$ cat config.mk
export PLATFORM = sky130hd
export DESIGN_NAME = book_update_sequencer
export DESIGN_NICKNAME = d
export VERILOG_FILES = /design/src/rtl/book_pkg.sv /design/src/rtl/order_ref_hash.sv /design/src/rtl/book_update_sequencer.sv
export SDC_FILE = /design/constraint.sdc
export NUM_CORES = 1
export LEC_CHECK = 0
export ABC_CLOCK_PERIOD_IN_PS = 3350
export BUFFER_PORTS_ARGS = -buffer_cell sky130_fd_sc_hd__buf_2
export CAP_MARGIN = 20
export CORE_AREA = 2 2 231 233
export DETAILED_ROUTE_END_ITERATION = 12
export DIE_AREA = 0 0 233 235
export PLACE_DENSITY = 0.64
export REMOVE_ABC_BUFFERS = 1
export SYNTH_ARGS = -nofsm -noshare
export SYNTH_HDL_FRONTEND = slang
export SYNTH_SLANG_ARGS = --single-unit
$ cat constraint.sdc
create_clock -name clkIn -period 3.35 [get_ports clkIn]
set_input_delay 0.335 -clock clkIn [delete_from_list [all_inputs] [get_ports clkIn]]
set_output_delay 0.335 -clock clkIn [all_outputs]
set_load 0.05 [all_outputs]
$ cat src/rtl/book_pkg.sv
// ---------------------------------------------------------------------------
// book_pkg
// Shared definitions for the ITCH-to-order-book sequencer: the ASCII message
// type codes it understands, the side encoding, the layout of one slot in the
// order-reference table, the book operation encoding and the sequencer FSM
// states.
// ---------------------------------------------------------------------------
package book_pkg;

   localparam logic [7:0] ADD_MSG_TYPE      = 8'h41;
   localparam logic [7:0] DELETE_MSG_TYPE   = 8'h44;
   localparam logic [7:0] EXECUTED_MSG_TYPE = 8'h45;

   localparam logic BUY  = 1'b1;
   localparam logic SELL = 1'b0;

   typedef struct packed {
      logic        valid;
      logic [63:0] refNum;
      logic        buySell;
      logic [31:0] shares;
      logic [31:0] price;
   } orderEntryType;

   typedef enum logic {
      BOOK_ADD = 1'b0,
      BOOK_SUB = 1'b1
   } bookOpType;

   typedef enum logic [1:0] {
      IDLE    = 2'd0,
      LOOKUP  = 2'd1,
      RESOLVE = 2'd2,
      BOOK    = 2'd3
   } seqStateType;

endpackage

$ cat src/rtl/order_ref_hash.sv
// ---------------------------------------------------------------------------
// order_ref_hash
// Folds a 64-bit ITCH order reference number into a direct-mapped slot index
// of the order-reference table by XOR-ing its two lowest ADDR_W-bit fields.
//
// Ports
//   ref_num  in   64      order reference number
//   slot     out  ADDR_W  table slot index
// ---------------------------------------------------------------------------
module order_ref_hash #(
   parameter int ADDR_W = 10
) (
   input  logic [63:0]       ref_num,
   output logic [ADDR_W-1:0] slot
);

   assign slot = ref_num[ADDR_W-1:0] ^ ref_num[2*ADDR_W-1:ADDR_W];

endmodule

$ cat src/rtl/book_update_sequencer.sv
// ---------------------------------------------------------------------------
// book_update_sequencer
// Turns decoded ITCH add / delete / executed messages into price-level
// updates for the order book. One message is in flight at a time: it is
// looked up in the external order-reference table (1-cycle read latency),
// resolved against the stored entry, the table is updated and a single
// book update is offered until the book accepts it.
//
// Optional feature: define BOOK_SEQ_STATS_EN to enable the per-type counters
// of completed book updates. Without it the counter ports are tied to 0.
//
// Ports
//   clkIn, rstIn            core clock, synchronous active-high reset
//   msgValidIn/ReadyOut     parsed message handshake
//   msgTypeIn, refNumIn, buySellIn, sharesIn, priceIn   message fields
//   tblAddrOut, tblRdEnOut, tblRdDataIn                 table read port
//   tblWrEnOut, tblWrDataOut                            table write port
//   bookValidOut/ReadyIn    book update handshake
//   bookOpOut, bookSideOut, bookPriceOut, bookSharesOut  book update fields
//   errPulseOut, dropCntOut dropped-message pulse and saturating count
//   addCntOut, delCntOut, execCntOut  completed updates per message type
// ---------------------------------------------------------------------------
module book_update_sequencer
   import book_pkg::*;
#(
   parameter int ADDR_W = 10
) (
   input  logic              clkIn,
   input  logic              rstIn,
   input  logic              msgValidIn,
   output logic              msgReadyOut,
   input  logic [7:0]        msgTypeIn,
   input  logic [63:0]       refNumIn,
   input  logic              buySellIn,
   input  logic [31:0]       sharesIn,
   input  logic [31:0]       priceIn,
   output logic [ADDR_W-1:0] tblAddrOut,
   output logic              tblRdEnOut,
   input  orderEntryType     tblRdDataIn,
   output logic              tblWrEnOut,
   output orderEntryType     tblWrDataOut,
   output logic              bookValidOut,
   input  logic              bookReadyIn,
   output logic              bookOpOut,
   output logic              bookSideOut,
   output logic [31:0]       bookPriceOut,
   output logic [31:0]       bookSharesOut,
   output logic              errPulseOut,
   output logic [15:0]       dropCntOut,
   output logic [31:0]       addCntOut,
   output logic [31:0]       delCntOut,
   output logic [31:0]       execCntOut
);

   seqStateType   state_q, state_d;
   logic [7:0]    msg_type_q, msg_type_d;
   logic [63:0]   ref_q, ref_d;
   logic          side_q, side_d;
   logic [31:0]   shares_q, shares_d;
   logic [31:0]   price_q, price_d;
   logic          wr_en_q, wr_en_d;
   orderEntryType wr_data_q, wr_data_d;
   bookOpType     book_op_q, book_op_d;
   logic          book_side_q, book_side_d;
   logic [31:0]   book_price_q, book_price_d;
   logic [31:0]   book_shares_q, book_shares_d;
   logic          err_q, err_d;
   logic [15:0]   drop_cnt_q, drop_cnt_d;

   logic [ADDR_W-1:0] slot;
   logic              ref_match;
   logic              drop;

   order_ref_hash #(.ADDR_W(ADDR_W)) u_hash (
      .ref_num (ref_q),
      .slot    (slot)
   );

   assign ref_match = tblRdDataIn.valid && (tblRdDataIn.refNum == ref_q);

   // Next-state and datapath. The message is captured on accept; in RESOLVE
   // the table entry read in LOOKUP is available and decides the table write
   // and the book update, both registered so they appear together in BOOK.
   // Adds drop on any occupied slot (no chaining), delete/execute drop when
   // the slot holds a different reference or nothing at all.
   always_comb begin
      state_d       = state_q;
      msg_type_d    = msg_type_q;
      ref_d         = ref_q;
      side_d        = side_q;
      shares_d      = shares_q;
      price_d       = price_q;
      wr_en_d       = 1'b0;
      wr_data_d     = wr_data_q;
      book_op_d     = book_op_q;
      book_side_d   = book_side_q;
      book_price_d  = book_price_q;
      book_shares_d = book_shares_q;
      err_d         = 1'b0;
      drop_cnt_d    = drop_cnt_q;
      drop          = 1'b0;

      case (state_q)
         IDLE: begin
            if (msgValidIn) begin
               msg_type_d = msgTypeIn;
               ref_d      = refNumIn;
               side_d     = buySellIn;
               shares_d   = sharesIn;
               price_d    = priceIn;
               state_d    = LOOKUP;
            end
         end
         LOOKUP: begin
            state_d = RESOLVE;
         end
         RESOLVE: begin
            state_d = IDLE;
            case (msg_type_q)
               ADD_MSG_TYPE: begin
                  if (tblRdDataIn.valid) begin
                     drop = 1'b1;
                  end else begin
                     wr_en_d       = 1'b1;
                     wr_data_d     = '{valid: 1'b1, refNum: ref_q, buySell: side_q,
                                       shares: shares_q, price: price_q};
                     book_op_d     = BOOK_ADD;
                     book_side_d   = side_q;
                     book_price_d  = price_q;
                     book_shares_d = shares_q;
                     state_d       = BOOK;
                  end
               end
               DELETE_MSG_TYPE: begin
                  if (ref_match) begin
                     wr_en_d         = 1'b1;
                     wr_data_d       = tblRdDataIn;
                     wr_data_d.valid = 1'b0;
                     book_op_d       = BOOK_SUB;
                     book_side_d     = tblRdDataIn.buySell;
                     book_price_d    = tblRdDataIn.price;
                     book_shares_d   = tblRdDataIn.shares;
                     state_d         = BOOK;
                  end else begin
                     drop = 1'b1;
                  end
               end
               EXECUTED_MSG_TYPE: begin
                  if (ref_match) begin
                     wr_en_d      = 1'b1;
                     wr_data_d    = tblRdDataIn;
                     book_op_d    = BOOK_SUB;
                     book_side_d  = tblRdDataIn.buySell;
                     book_price_d = tblRdDataIn.price;
                     if (shares_q >= tblRdDataIn.shares) begin
                        wr_data_d.valid = 1'b0;
                        book_shares_d   = tblRdDataIn.shares;
                     end else begin
                        wr_data_d.shares = tblRdDataIn.shares - shares_q;
                        book_shares_d    = shares_q;
                     end
                     state_d = BOOK;
                  end else begin
                     drop = 1'b1;
                  end
               end
               default: begin
               end
            endcase
            if (drop) begin
               err_d = 1'b1;
               if (drop_cnt_q != 16'hFFFF) begin
                  drop_cnt_d = drop_cnt_q + 16'd1;
               end
            end
         end
         BOOK: begin
            if (bookReadyIn) begin
               state_d = IDLE;
            end
         end
         default: begin
            state_d = IDLE;
         end
      endcase
   end

   // State and capture registers. Reset abandons any message in flight,
   // including a pending write pulse, so the table is never touched by it.
   always_ff @(posedge clkIn) begin
      if (rstIn) begin
         state_q       <= IDLE;
         msg_type_q    <= '0;
         ref_q         <= '0;
         side_q        <= 1'b0;
         shares_q      <= '0;
         price_q       <= '0;
         wr_en_q       <= 1'b0;
         wr_data_q     <= '0;
         book_op_q     <= BOOK_ADD;
         book_side_q   <= 1'b0;
         book_price_q  <= '0;
         book_shares_q <= '0;
         err_q         <= 1'b0;
         drop_cnt_q    <= '0;
      end else begin
         state_q       <= state_d;
         msg_type_q    <= msg_type_d;
         ref_q         <= ref_d;
         side_q        <= side_d;
         shares_q      <= shares_d;
         price_q       <= price_d;
         wr_en_q       <= wr_en_d;
         wr_data_q     <= wr_data_d;
         book_op_q     <= book_op_d;
         book_side_q   <= book_side_d;
         book_price_q  <= book_price_d;
         book_shares_q <= book_shares_d;
         err_q         <= err_d;
         drop_cnt_q    <= drop_cnt_d;
      end
   end

`ifdef BOOK_SEQ_STATS_EN
   logic [31:0] add_cnt_q, add_cnt_d;
   logic [31:0] del_cnt_q, del_cnt_d;
   logic [31:0] exec_cnt_q, exec_cnt_d;

   // An update counts as completed on the book handshake, attributed to the
   // type of the message that produced it.
   always_comb begin
      add_cnt_d  = add_cnt_q;
      del_cnt_d  = del_cnt_q;
      exec_cnt_d = exec_cnt_q;
      if ((state_q == BOOK) && bookReadyIn) begin
         case (msg_type_q)
            ADD_MSG_TYPE:      add_cnt_d  = add_cnt_q + 32'd1;
            DELETE_MSG_TYPE:   del_cnt_d  = del_cnt_q + 32'd1;
            EXECUTED_MSG_TYPE: exec_cnt_d = exec_cnt_q + 32'd1;
            default: begin
            end
         endcase
      end
   end

   // Wrapping statistics counters.
   always_ff @(posedge clkIn) begin
      if (rstIn) begin
         add_cnt_q  <= '0;
         del_cnt_q  <= '0;
         exec_cnt_q <= '0;
      end else begin
         add_cnt_q  <= add_cnt_d;
         del_cnt_q  <= del_cnt_d;
         exec_cnt_q <= exec_cnt_d;
      end
   end

   assign addCntOut  = add_cnt_q;
   assign delCntOut  = del_cnt_q;
   assign execCntOut = exec_cnt_q;
`else
   assign addCntOut  = '0;
   assign delCntOut  = '0;
   assign execCntOut = '0;
`endif

   assign msgReadyOut   = (state_q == IDLE);
   assign tblRdEnOut    = (state_q == LOOKUP);
   assign tblAddrOut    = (state_q == IDLE) ? '0 : slot;
   assign tblWrEnOut    = wr_en_q;
   assign tblWrDataOut  = wr_data_q;
   assign bookValidOut  = (state_q == BOOK);
   assign bookOpOut     = book_op_q;
   assign bookSideOut   = book_side_q;
   assign bookPriceOut  = book_price_q;
   assign bookSharesOut = book_shares_q;
   assign errPulseOut   = err_q;
   assign dropCntOut    = drop_cnt_q;

endmodule

Yosys cells after proc, flatten, opt, wreduce, memory -nomap -nowiden
Index checks and enable logic that the tools add are counted.
{ "classes": {"n_bitwise": 2, "n_eq_ne": 14, "n_reduce_logical": 11, "addsub": 2, "magnitude_cmp": 1, "n_mux": 35} }
{ "op_table": {"columns": ["operator", "n"], "rows": [
  ["two-way mux 130 bit", 3],
  ["one-hot mux 130 bit (3 select lines)", 1],
  ["two-way mux 32 bit", 7],
  ["one-hot mux 32 bit (3 select lines)", 1],
  ["== test 64 bit", 1],
  ["one-hot mux 32 bit (2 select lines)", 1],
  [">= comparator 32 bit", 1],
  ["subtractor 32 bit", 1],
  ["== test 8 x 7 -> 1 bit (second input constant)", 3],
  ["adder 16 x 1 -> 16 bit (second input constant)", 1],
  ["!= test 16 bit (second input constant)", 1],
  ["two-way mux 1 bit", 11],
  ["two-way mux 10 bit", 1],
  ["bitwise XOR 10 bit", 1],
  ["two-way mux 2 bit", 4],
  ["!= test 2 bit (second input constant)", 4],
  ["one-hot mux 1 bit (2 select lines)", 4],
  ["one-hot mux 2 bit (4 select lines)", 1],
  ["AND reduction 5 bit", 1],
  ["== test 2 bit (second input constant)", 2],
  ["!= test 2 x 1 -> 1 bit (second input constant)", 2],
  ["one-hot mux 2 bit (2 select lines)", 1],
  ["AND reduction 2 bit", 2],
  ["AND reduction 4 bit", 1],
  ["8 further kinds", 9]
]} }
{ "totals": {"reg_bits": 353, "word_cells": 83} }

Depth between registers and ports, before layout
Gate-level depths: netlist of run 1.
{ "depth": {"ltp_word": 6, "mapped_depth": 16} }

Modules after synthesis
From an unflattened synthesis of run 1, not the netlist that was laid out.
{ "unflattened": {"hier_cells": 2199, "area_unflattened_um2": 18109.9} }
{ "modules_own_cells": {"columns": ["mod", "area_per_inst_um2", "n_inst", "cells_each", "seq_area_each_um2"], "rows": [
  ["book_update_sequencer", 18022.3, 1, 2189, 7066.8],
  ["order_ref_hash", 87.6, 1, 10, 0.0]
]} }

Least setup slack after synthesis of run 1
No wires, ideal clock.
{ "synth_path": {"path_kind": "in2reg", "from": "input port tblRdDataIn[32] (netlist bit)", "to": "register wr_data_q (netlist bit tblWrDataOut[46])", "cell_stages": 16, "arrival_time_ns": 2.849, "setup_time_ns": 0.124, "required_time_ns": 3.226, "n_path_buf": 3, "path_slack_ns": 0.377, "path_cell_list": "inv_1 -> ha_1 -> inv_1 -> fa_1 -> a211oi_1 -> o21a_1 -> a21o_1 -> a21oi_2 -> nor3b_1 -> or2_1 -> buf_2 -> buf_6 -> buf_2 -> nor2_1 -> a211oi_1 -> o22ai_1"} }
{ "synth_via": {"elab_chain_len": 4} }
{ "synth_lines": {"columns": ["item", "line_no", "rtl"], "rows": [
  ["from (decl)", "book_update_sequencer.sv:39", "input orderEntryType tblRdDataIn,"],
  ["subtractor 32 bit / >= comparator 32 bit (equally long branches)", "book_update_sequencer.sv:159, book_update_sequencer.sv:155", null],
  ["two-way mux 32 bit (*)", "book_update_sequencer.sv:155", "if (shares_q >= tblRdDataIn.shares) begin"],
  ["two-way mux 130 bit (*)", "book_update_sequencer.sv:149", "if (ref_match) begin"],
  ["one-hot mux 130 bit (3 select lines) (*)", "book_update_sequencer.sv:119", "case (msg_type_q)"],
  ["to (signal assigned)", "book_update_sequencer.sv:214", "wr_data_q <= wr_data_d;"],
  ["to (decl)", "book_update_sequencer.sv:62", "orderEntryType wr_data_q, wr_data_d;"]
]} }
Mark *: on every way between the ends. The rest lies on a longest branch, timed or not. The select of a mux whose other input is x is not followed.
A chain may end at the register's enable or synchronous reset.

Worst setup path after layout of run 1
{ "layout_path": {"from": "register shares_q[2]", "to": "register wr_data_q (netlist bit tblWrDataOut[61])"} }
{ "layout_via": {"elab_chain_len": 4} }
{ "layout_lines": {"columns": ["item", "line_no", "rtl"], "rows": [
  ["from (decl)", "book_update_sequencer.sv:59", "logic [31:0] shares_q, shares_d;"],
  ["from (signal assigned)", "book_update_sequencer.sv:211", "shares_q <= shares_d;"],
  ["subtractor 32 bit / >= comparator 32 bit (equally long branches)", "book_update_sequencer.sv:159, book_update_sequencer.sv:155", null],
  ["two-way mux 32 bit (*)", "book_update_sequencer.sv:155", null],
  ["two-way mux 130 bit (*)", "book_update_sequencer.sv:149", null],
  ["one-hot mux 130 bit (3 select lines) (*)", "book_update_sequencer.sv:119", null]
]} }
Marked as above.

==> results of run 1 <==
==> kinds of logic (layout without fill, tap and decap cells) <==
| group | after synthesis | after routing |
|---|---|---|
| xor+xnor | 98 | 98 |
| fa+ha+maj | 34 | 34 |
| flops | 353 | 353 |
| compound gates | 619 | 619 |
| other cells | 1 | 105 |
| mux | 6 | 6 |
| simple gates | 828 | 828 |
| buf+inv | 301 | 761 |
==> area by class of cell <==
class | count | area [um2]
clock inverters | 8 | 130
well taps | 688 | 861
clock buffers | 57 | 1160
diodes | 9 | 22.5
inverters | 50 | 188
fillers | 5297 | 29600
flip-flops and latches | 353 | 7070
repair buffers | 646 | 4090
multi-input cells | 1681 | 9140
==> report_power, final <==
group / internal, W / switching, W / leakage (nW)
Clock: 0.00262 / 0.00180 / 0.631
Sequential: 0.00430 / 0.0000903 / 2.86
Combinational: 0.000587 / 0.00104 / 6.13
==> through the flow <==
stage	area (um2)	total power, W	cells
floorplan	16400	0.00545	2084
global placement	20300	0.00599	3312
detailed placement	20300	0.00599	3312
CTS	22600	0.0105	3481
global route	22600	0.0109	3489
finish	22700	0.0104	3492
==> synthesized netlist by cell type, types with 21 or more instances <==
cell type and count:
inv_1 50, clkbuf_1 101, xnor2_1 31, a311oi_1 67, a31oi_1 50, o21a_1 74, nor2_1 160, a211oi_1 41
a21o_1 21, buf_4 107, ha_1 33, a21oi_1 254, xor2_1 67, nand2_1 549, buf_2 40, dfxtp_1 353
o21ai_0 40
==> flip-flops by register name, summed over array words and instances, names as in the netlist <==
signal / flops
bookOpOut: 1
bookPriceOut: 32
bookSharesOut: 32
bookSideOut: 1
dropCntOut: 16
errPulseOut: 1
msg_type_q: 8
price_q: 32
ref_q: 64
shares_q: 32
side_q: 1
state_q: 2
tblWrDataOut: 130
tblWrEnOut: 1
==> path summary, 6_finish.rpt <==
kind / depth (start not counted) / endpoint / slack (ns) / startpoint
worst max-delay path: 11 / tblWrDataOut[61] / 0.16 / shares_q[2]
worst min-delay path: 3 / price_q[30] / 0.03 / priceIn[30]
worst max register to register: 11 / tblWrDataOut[61] / 0.16 / shares_q[2]
worst min register to register: 2 / side_q / 0.45 / side_q
==> layer usage <==
metal,global-route usage (%),vias to the layer above,routed length (um)
li1,-,8574,-
met2,35.1,595,28700
met1,26.9,8149,26100
met3,3.41,114,3950
met4,8.01,0,1890
met5,0,-,0
==> what timing repair did <==
item	in CTS	in global routing
buffers inserted	0	2
endpoints found under the hold margin	104	0
endpoints found under the setup margin	0	54
gates resized for setup	0	1
hold buffers	104	0
==> critical path, cell delays in order, from the launching register on <==
cell,delay (ns)
dfxtp_1,0.35
inv_1,0.08
ha_1,0.38
and3_1,0.23
o21ai_0,0.19
a21boi_0,0.29
o211ai_1,0.21
a211oi_1,0.57
o221ai_1,0.26
xnor2_1,0.19
mux2i_1,0.10
a311oi_1,0.27
==> run metrics, run 1 <==
CP required=3.82 ns; Final Util=43.4%; Num CTS Buffers=40; headroom to the max-slew limit=56.5%; most common cell after layout, fill and taps aside=nand2_1; H-tree levels=2; Adder-Cell Fraction of Synth Area=2.49%; Hold/Removal Path Class=in2reg; overall routed net length=60600 um; PwrDens=461 nW/um2; die area=54800 um2; Clock Skew=0.0194 ns; GPL Wtd Cong=0.921; pre-CTS WS=0.0249 ns; Nets=3077; Slew @ Worst Pin=0.652 ns; Die X=233 um; crit path kind=reg2reg; syn avg cell area=7.77 um2; clk slew on worst S/H paths=0.06 ns; RSZ-0062 raised after global routing=false; leak pwr=9.63 nW; Gate Count Post-Synth=2240; DR vias/cell=4.99; Syn Std Cell Area=17400 um2; DRC violations left=0; crit share post-route=95.2%; startpoint types=flop; largest net degree at the start of global routing=117; Setup violations, final=0; WHS=0.0329 ns; initial antenna violation count=10; Max Clock Freq=0.314 GHz; Die Y-Extent=235 um; Via Count=17400; Peak VDD IR=0.356 mV; TNS Setup=0 ns; post-synthesis mux area share=0.352%; largest family of logic cells by synthesized area=compound AO/OA/AOI/OAI gates; row count=84; Slew Viols, Final=0; Detail Placement HPWL=42700 um; clock period minus final worst setup slack=3.19 ns; Core Area=52200 um2; Yosys reg bits=353; register area share after synthesis=40.6%; CTS Sinks=353; # Max-Cap Violations=0; CP endpoint kind=flop; root buffer cell=clkbuf_16; Skew-Pair Late Insertion Delay=0.56 ns; Final Hold Violating Endpoints=0; Initial Util=33.3%; most frequent cells in the layout=nand2_1 (547), buf_2 (496), dfxtp_1 (353); vias in the first global route=16500; Synth Area in XOR/XNOR=4.93%; crit path max fanout=5; Synth async-reset ratio=0%; TritonCTS clock tree=built; Ports=594; EDFF count, synth=0; I/O Buffers=497; antenna-violating nets left=0; Final Worst Setup Slack=0.160 ns; Detailed Route Iter0 Violations=1025; Avg WL per Cell=17.3 um; global-route wire length before repair=91700 um; status=finished, final reports clean; Clock Path Buffers=3; GR Overflow Total=0; Post-Synth Simple-Gate Area=19.6%; dominant synthesized flop cell=dfxtp_1; Synth Area in Compound Gates=22.9%; Cell variety after synth=67; TritonRoute pass-1 iters=5; GR Util All Layers=21.0%; Synth area leaders=dfxtp_1 (41%), nand2_1 (12%), a21oi_1 (7.3%), buf_4 (4.6%), nor2_1 (3.5%); Yosys Warn Count=0; Synth area leader=dfxtp_1; critical path data arrival time=3.66 ns; fraction of layout cells with a size suffix above 1=22.0%; share of Yosys cell area claimed by the top area cell type=40.6%; Area Overhead vs Synth=30.1%
Note: power is estimated with default switching activity, not from simulation.
==> run 2: changes to the inputs <==
- ABC_AREA: unset -> 1
- CORE_AREA: 2 2 231 233 -> 2 2 230 232
- DIE_AREA: 0 0 233 235 -> 0 0 232 234
- PLACE_DENSITY: 0.64 -> 0.71
==> run metrics, run 2 <==
Detail Placement HPWL=54800 um (+28%); max reg flops=130 (unchanged); Setup violations, final=0 (unchanged); crit path max fanout=17 (+12); Worst Hold Depth=3 (unchanged); headroom to the max-slew limit=43.9% (-13 points); FF-to-FF End=tblWrDataOut[58]; Clock Path Buffers=3 (unchanged); TritonRoute pass-1 iters=6 (+1); CP endpoint kind=flop; Slew @ Worst Pin=0.842 ns (+0.190 ns); I/O Buffers=497 (unchanged); Num CTS Buffers=41 (+2.5%); number of gates resized after cts=0 (unchanged); gr busiest metal=met2; startpoint types=flop; Hold/Removal Path Class=in2reg; combinational share of power=20.8% (+5.2 points); share of Yosys cell area claimed by the top area cell type=34.6% (-6.0 points); reg2reg start=shares_q[15]; leak pwr=12.8 nW (+33%); Synth async-reset ratio=0% (unchanged); GR Overflow Total=0 (unchanged); vias in the first global route=20100 (+22%); Avg WL per Cell=16.2 um (-6.5%); status=finished, final reports clean; Clock Skew=0.0274 ns (+0.00793 ns); clock period minus final worst setup slack=2.83 ns (-0.362 ns); Initial Util=39.3% (+6.0 points); Die Y-Extent=234 um (-0.43%); Net Sw Frac=32.2% (+4.1 points); Area Overhead vs Synth=22.7%; largest net degree at the start of global routing=133 (+14%); Total Power=0.0114 W (+8.8%); Core Area=52000 um2 (-0.40%); Max Clock Freq=0.354 GHz (+13%); post-CTS setup buffer count=0 (unchanged); Peak VDD IR=0.393 mV (+10%); dominant synthesized flop cell=dfxtp_1; most common cell after layout, fill and taps aside=nand2_1; pre-CTS WS=0.478 ns (+0.454 ns); Detailed Route Iter0 Violations=1714 (+67%); CP required=3.84 ns (+0.02 ns); Final Worst Setup Slack=0.522 ns (+0.362 ns); EDFF count, synth=0 (unchanged); crit share post-route=84.4% (-11 points); Synth area leaders=dfxtp_1 (35%), nand2_1 (23%), a21oi_1 (7.9%), nor2_1 (7.4%), inv_1 (6.2%); Global Route met3 Usage=5.92% (+2.5 points); crit path kind=reg2reg; Pint=0.00771 W (+2.6%); critical path data arrival time=3.31 ns (-0.35 ns); Final Hold Violating Endpoints=0 (unchanged); global-route wire length before repair=112000 um (+22%); Gate Count Post-Synth=3393 (+51%); fraction of layout cells with a size suffix above 1=16.1% (-5.9 points); worst hold start=refNumIn[32]; Slew Viols, Final=0 (unchanged); Nets=4161 (+35%); hold buffer count at CTS=48 (-54%); PwrDens=453 nW/um2 (-1.6%); root buffer cell=clkbuf_16; initial antenna violation count=25 (+15); GR Util met2=43.5% (+8.4 points); row count=84 (unchanged); sequential share of power=39.2% (-2.9 points); Yosys reg bits=353 (unchanged); register-to-register setup slack=0.52 ns (+0.36 ns); Synth area leader=dfxtp_1; TritonCTS clock tree=built; top-count cell post-synth=nand2_1; most frequent cells in the layout=nand2_1 (1224), buf_2 (496), nor2_1 (404); clock group share of total power=40.0% (-2.3 points); DRC violations left=0 (unchanged); FF-to-FF path depth=19 (+8); Die X=232 um (-0.43%); clk slew on worst S/H paths=0.06 ns (about the same); overall routed net length=74500 um (+23%); GR Util All Layers=26.1% (+5.1 points); Yosys Warn Count=0 (unchanged); H-tree levels=2 (unchanged); Hold EP=ref_q[32]; register area share after synthesis=34.6% (-6.0 points); CTS Sinks=353 (unchanged); sw power=0.00365 W (+25%); Ports=594 (unchanged); WHS=0.0304 ns (-0.00252 ns); RSZ-0062 raised after global routing=false; Skew-Pair Late Insertion Delay=0.59 ns (+0.03 ns); Syn Std Cell Area=20400 um2 (+17%); top cells by instance count after synthesis=nand2_1 (1225), nor2_1 (404), dfxtp_1 (353), inv_1 (336), a21oi_1 (321); GPL Wtd Cong=0.946 (+2.6%); DR vias/cell=4.90 (-1.8%); Cell variety after synth=32 (-52%); antenna-violating nets left=0 (unchanged); die area=54300 um2 (-0.85%); # Max-Cap Violations=0 (unchanged); met1 global-route usage=33.0% (+6.1 points); Via Count=22500 (+29%); syn avg cell area=6.02 um2 (-22%)
## run 2: changes by cell type in the layout (fill, tap and decap cells not counted), sizes merged, moves of 56 or more
cell	delta
a311oi	-67
o21ai	+164
a21oi	+66
nand4	+62
nor2	+242
nand3	+82
o21a	-74
dlygate4sd3	-56
nand2	+677
inv	+293
## run 2: stage by stage
step                      area (um2)  std cells  util, %   TNS, ns
after global routing           25000       4585     48.1         0
after CTS                      25000       4575     48.1         0
after floorplan                19400       3227        -  -1090.62
final                          25100       4591     48.2         0
after detailed placement       23200       4453     44.5         0
after global placement         23200       4453     44.5         0
## run 2: power groups by stage
stage                     logic [W]  clock network [W]  registers, W
final                       0.00236            0.00455       0.00445
after global routing        0.00264            0.00480       0.00446
after CTS                   0.00234            0.00463       0.00444
after detailed placement    0.00228                  0       0.00454
after global placement      0.00227                  0       0.00453
after floorplan             0.00155                  0       0.00453
## run 2: cells by family (layout without fill, tap and decap cells)
kind of cell             after synthesis  after routing  synth area share, %
adder cells (fa/ha/maj)               34             34                 2.12
buffers and inverters                605           1004                 13.1
XOR/XNOR                              38             38                 1.63
other                                  1            112               0.0184
AND/OR/NAND/NOR                     1831           1831                 35.5
flip-flops                           353            353                 34.6
AO/OA/AOI/OAI                        531            531                 13.1
## run 2: worst max-delay path, cell delays in order (launching register included)
cell	delay, ns
dfxtp_1	0.33
inv_1	0.09
ha_1	0.37
nand2_1	0.12
nor2_1	0.20
inv_1	0.09
nor2_1	0.17
nand2_1	0.09
nand2_1	0.08
nand2_1	0.06
nand2_1	0.10
nand2_1	0.07
buf_4	0.18
inv_2	0.29
nand2_1	0.10
nand2_1	0.06
nand2_1	0.05
nand2_1	0.07
nand2_1	0.05
a21oi_1	0.15
## run 2: cell type report
type / count / area, um2
Antenna cell: 16 / 40.0
Clock buffer: 62 / 1260
Clock inverter: 12 / 111
Fill cell: 5522 / 27000
Inverter: 344 / 1300
Multi-Input combinational cell: 2530 / 11100
Sequential cell: 353 / 7070
Tap cell: 688 / 861
Timing Repair Buffer: 586 / 3340
## run 2: worst max-delay path by stage
stage / startpoint / end / cells after the start
2_1_floorplan: msg_type_q[6] / bookSharesOut[0] / 13
3_3_place_gp: msg_type_q[7] / tblWrDataOut[1] / 12
3_5_place_dp: tblRdDataIn[32] / tblWrDataOut[54] / 22
4_1_cts: msg_type_q[7] / tblWrDataOut[1] / 12
5_1_grt: shares_q[14] / tblWrDataOut[61] / 19
6_report: shares_q[15] / tblWrDataOut[58] / 19
## run 2: routing by layer
metal / wire, um / vias up / share of wire, %
li1: - / 11400 / -
met1: 30800 / 10100 / 41
met2: 34900 / 861 / 47
met3: 6350 / 152 / 8.5
met4: 2290 / 16 / 3.1
met5: 108 / - / 0.14
==> run 3: changes to the inputs <==
- ABC_CLOCK_PERIOD_IN_PS: 3350 -> 2610
- clock period: 3.35 -> 2.61 ns (I/O delays scaled with it)
==> run metrics, run 3 (synthesis gave the netlist of run 2 again) <==
Skew-Pair Late Insertion Delay=0.59 ns (about the same); Nets=4289 (+3.1%); root buffer cell=clkbuf_16; Slew @ Worst Pin=0.883 ns (+0.0411 ns); # Max-Cap Violations=0 (unchanged); CP endpoint kind=flop; CTS Sinks=353 (unchanged); status=finished, final reports clean; Area Overhead vs Synth=31.2%; Max Clock Freq=0.400 GHz (+13%); TritonRoute pass-1 iters=6 (unchanged); Die Y-Extent=234 um (unchanged); vias in the first global route=20900 (+4.0%); Avg WL per Cell=16.2 um (-0.40%); GR Util All Layers=26.4% (+0.33 points); initial antenna violation count=15 (-40%); H-tree levels=2 (unchanged); I/O Buffers=497 (unchanged); TNS Setup=0 ns (unchanged); Clock Skew=0.0252 ns (-0.00211 ns); Final Hold Violating Endpoints=0 (unchanged); startpoint types=flop; most common cell after layout, fill and taps aside=nand2_1; GR Overflow Total=0 (unchanged); antenna-violating nets left=0 (unchanged); Total Power=0.0153 W (+35%); CP required=3.05 ns (-0.79 ns); Final Worst Setup Slack=0.109 ns (-0.412 ns); critical path data arrival time=2.94 ns (-0.37 ns); Hold/Removal Path Class=in2reg; Die X=232 um (unchanged); most frequent cells in the layout=nand2_1 (1215), buf_2 (496), nor2_1 (391); headroom to the max-slew limit=41.1% (-2.7 points); row count=84 (unchanged); kind of cell adding the most delay to the critical path=simple AND/OR/NAND/NOR gates; Peak VDD IR=0.508 mV (+29%); pre-CTS WS=0.0285 ns (-0.450 ns); Via Count=23200 (+2.9%); Critical Path Max Stage Delay=0.33 ns (-0.04 ns); crit path kind=reg2reg; overall routed net length=76200 um (+2.3%); Detail Placement HPWL=55000 um (+0.29%); clock period minus final worst setup slack=2.50 ns (-0.328 ns); Core Area=52000 um2 (unchanged); Final Util=51.5% (+3.4 points); DR vias/cell=4.91 (+0.20%); GPL Wtd Cong=0.962 (+1.7%); crit path max fanout=14 (-3); Initial Util=39.3% (unchanged); fraction of layout cells with a size suffix above 1=18.1% (+2.0 points); Slew Viols, Final=0 (unchanged); global-route wire length before repair=114000 um (+1.7%); largest net degree at the start of global routing=150 (+13%); Ports=594 (unchanged); crit share post-route=95.8% (+11 points); critical path's slowest cell=dfxtp_1; Clock Path Buffers=3 (unchanged); Setup violations, final=0 (unchanged); Buf/Inv on CP=5 (+1); DRC violations left=0 (unchanged); TritonCTS clock tree=built; PwrDens=571 nW/um2 (+26%); clk slew on worst S/H paths=0.07 ns (about the same); die area=54300 um2 (unchanged); leak pwr=13.5 nW (+5.6%); Detailed Route Iter0 Violations=1787 (+4.3%); Num CTS Buffers=41 (unchanged); max reg flops=130 (unchanged); crit-path cells=inv_1 > ha_4 > nand2_1 > nor2_2 > inv_1 > nor2_2 > buf_4 > nand4_1 > buf_4 > buf_4 > nand3_1 > nand2_1 > nand2_1 > a21oi_2 > nor2_1 > nor2_1
-- run 3: cell types whose count changed in the layout (fill, tap and decap cells not counted), sizes merged --
cell,delta
dlygate4sd3,+74
buf,+52
diode,-6
bufinv,+4
clkbuf,-1
clkinv,+1
inv,-1
-- run 3: layer usage --
layer / vias up / global-route usage, % / share of wire, %
met3: 169 / 5.75 / 8.5
met1: 10300 / 33.0 / 41
met5: - / 0 / 0.14
met4: 16 / 9.76 / 3.5
li1: 11600 / - / -
met2: 994 / 44.7 / 47
-- run 3: worst register-to-register path, cell delays in order (launching register included) --
cell and delay [ns]:
dfxtp_1 0.33, inv_1 0.09, ha_4 0.30, nand2_1 0.10, nor2_2 0.12, inv_1 0.08
nor2_2 0.13, buf_4 0.12, nand4_1 0.23, buf_4 0.24, buf_4 0.20, nand3_1 0.11
nand2_1 0.06, nand2_1 0.07, a21oi_2 0.06, nor2_1 0.08, nor2_1 0.04
-- run 3: per-stage QoR --
step	instances	hold slack [ns]	area, um2
global placement	4503	0.434	23700
CTS	4700	0.000289	26400
floorplan	3227	0.330	19400
global route	4708	0.00794	26800
finish	4714	0.0242	26800
detailed placement	4503	0.451	23700
-- run 3: timing repair --
action                                  CTS  global route
gates resized for setup                   0            61
endpoints found under the setup margin    0           149
hold buffers                            122             0
buffers inserted                          0             2
endpoints found under the hold margin   128             0
-- run 3: cell type report --
cell class / count / area [um2]
multi-input combinational: 2530 / 11400
fill: 5262 / 25200
timing repair buffer: 714 / 4740
antenna: 10 / 25.0
inverter: 344 / 1310
sequential: 353 / 7070
clock buffer: 59 / 1210
clock inverter: 16 / 235
tap: 688 / 861
-- run 3: final timing paths --
check / startpoint / depth (start not counted) / to / slack [ns]
min reg2reg: msg_type_q[6] / 2 / msg_type_q[6] / 0.45
max reg2reg: shares_q[15] / 16 / bookSharesOut[21] / 0.11
max: shares_q[15] / 16 / bookSharesOut[21] / 0.11
min: sharesIn[30] / 3 / shares_q[30] / 0.02
-- run 3: report_power, final --
group	total (W)	leakage, nW	switching (W)	internal [W]
logic	0.00339	9.92	0.00221	0.00118
registers	0.00571	2.88	0.000115	0.00559
clock network	0.00620	0.719	0.00254	0.00366
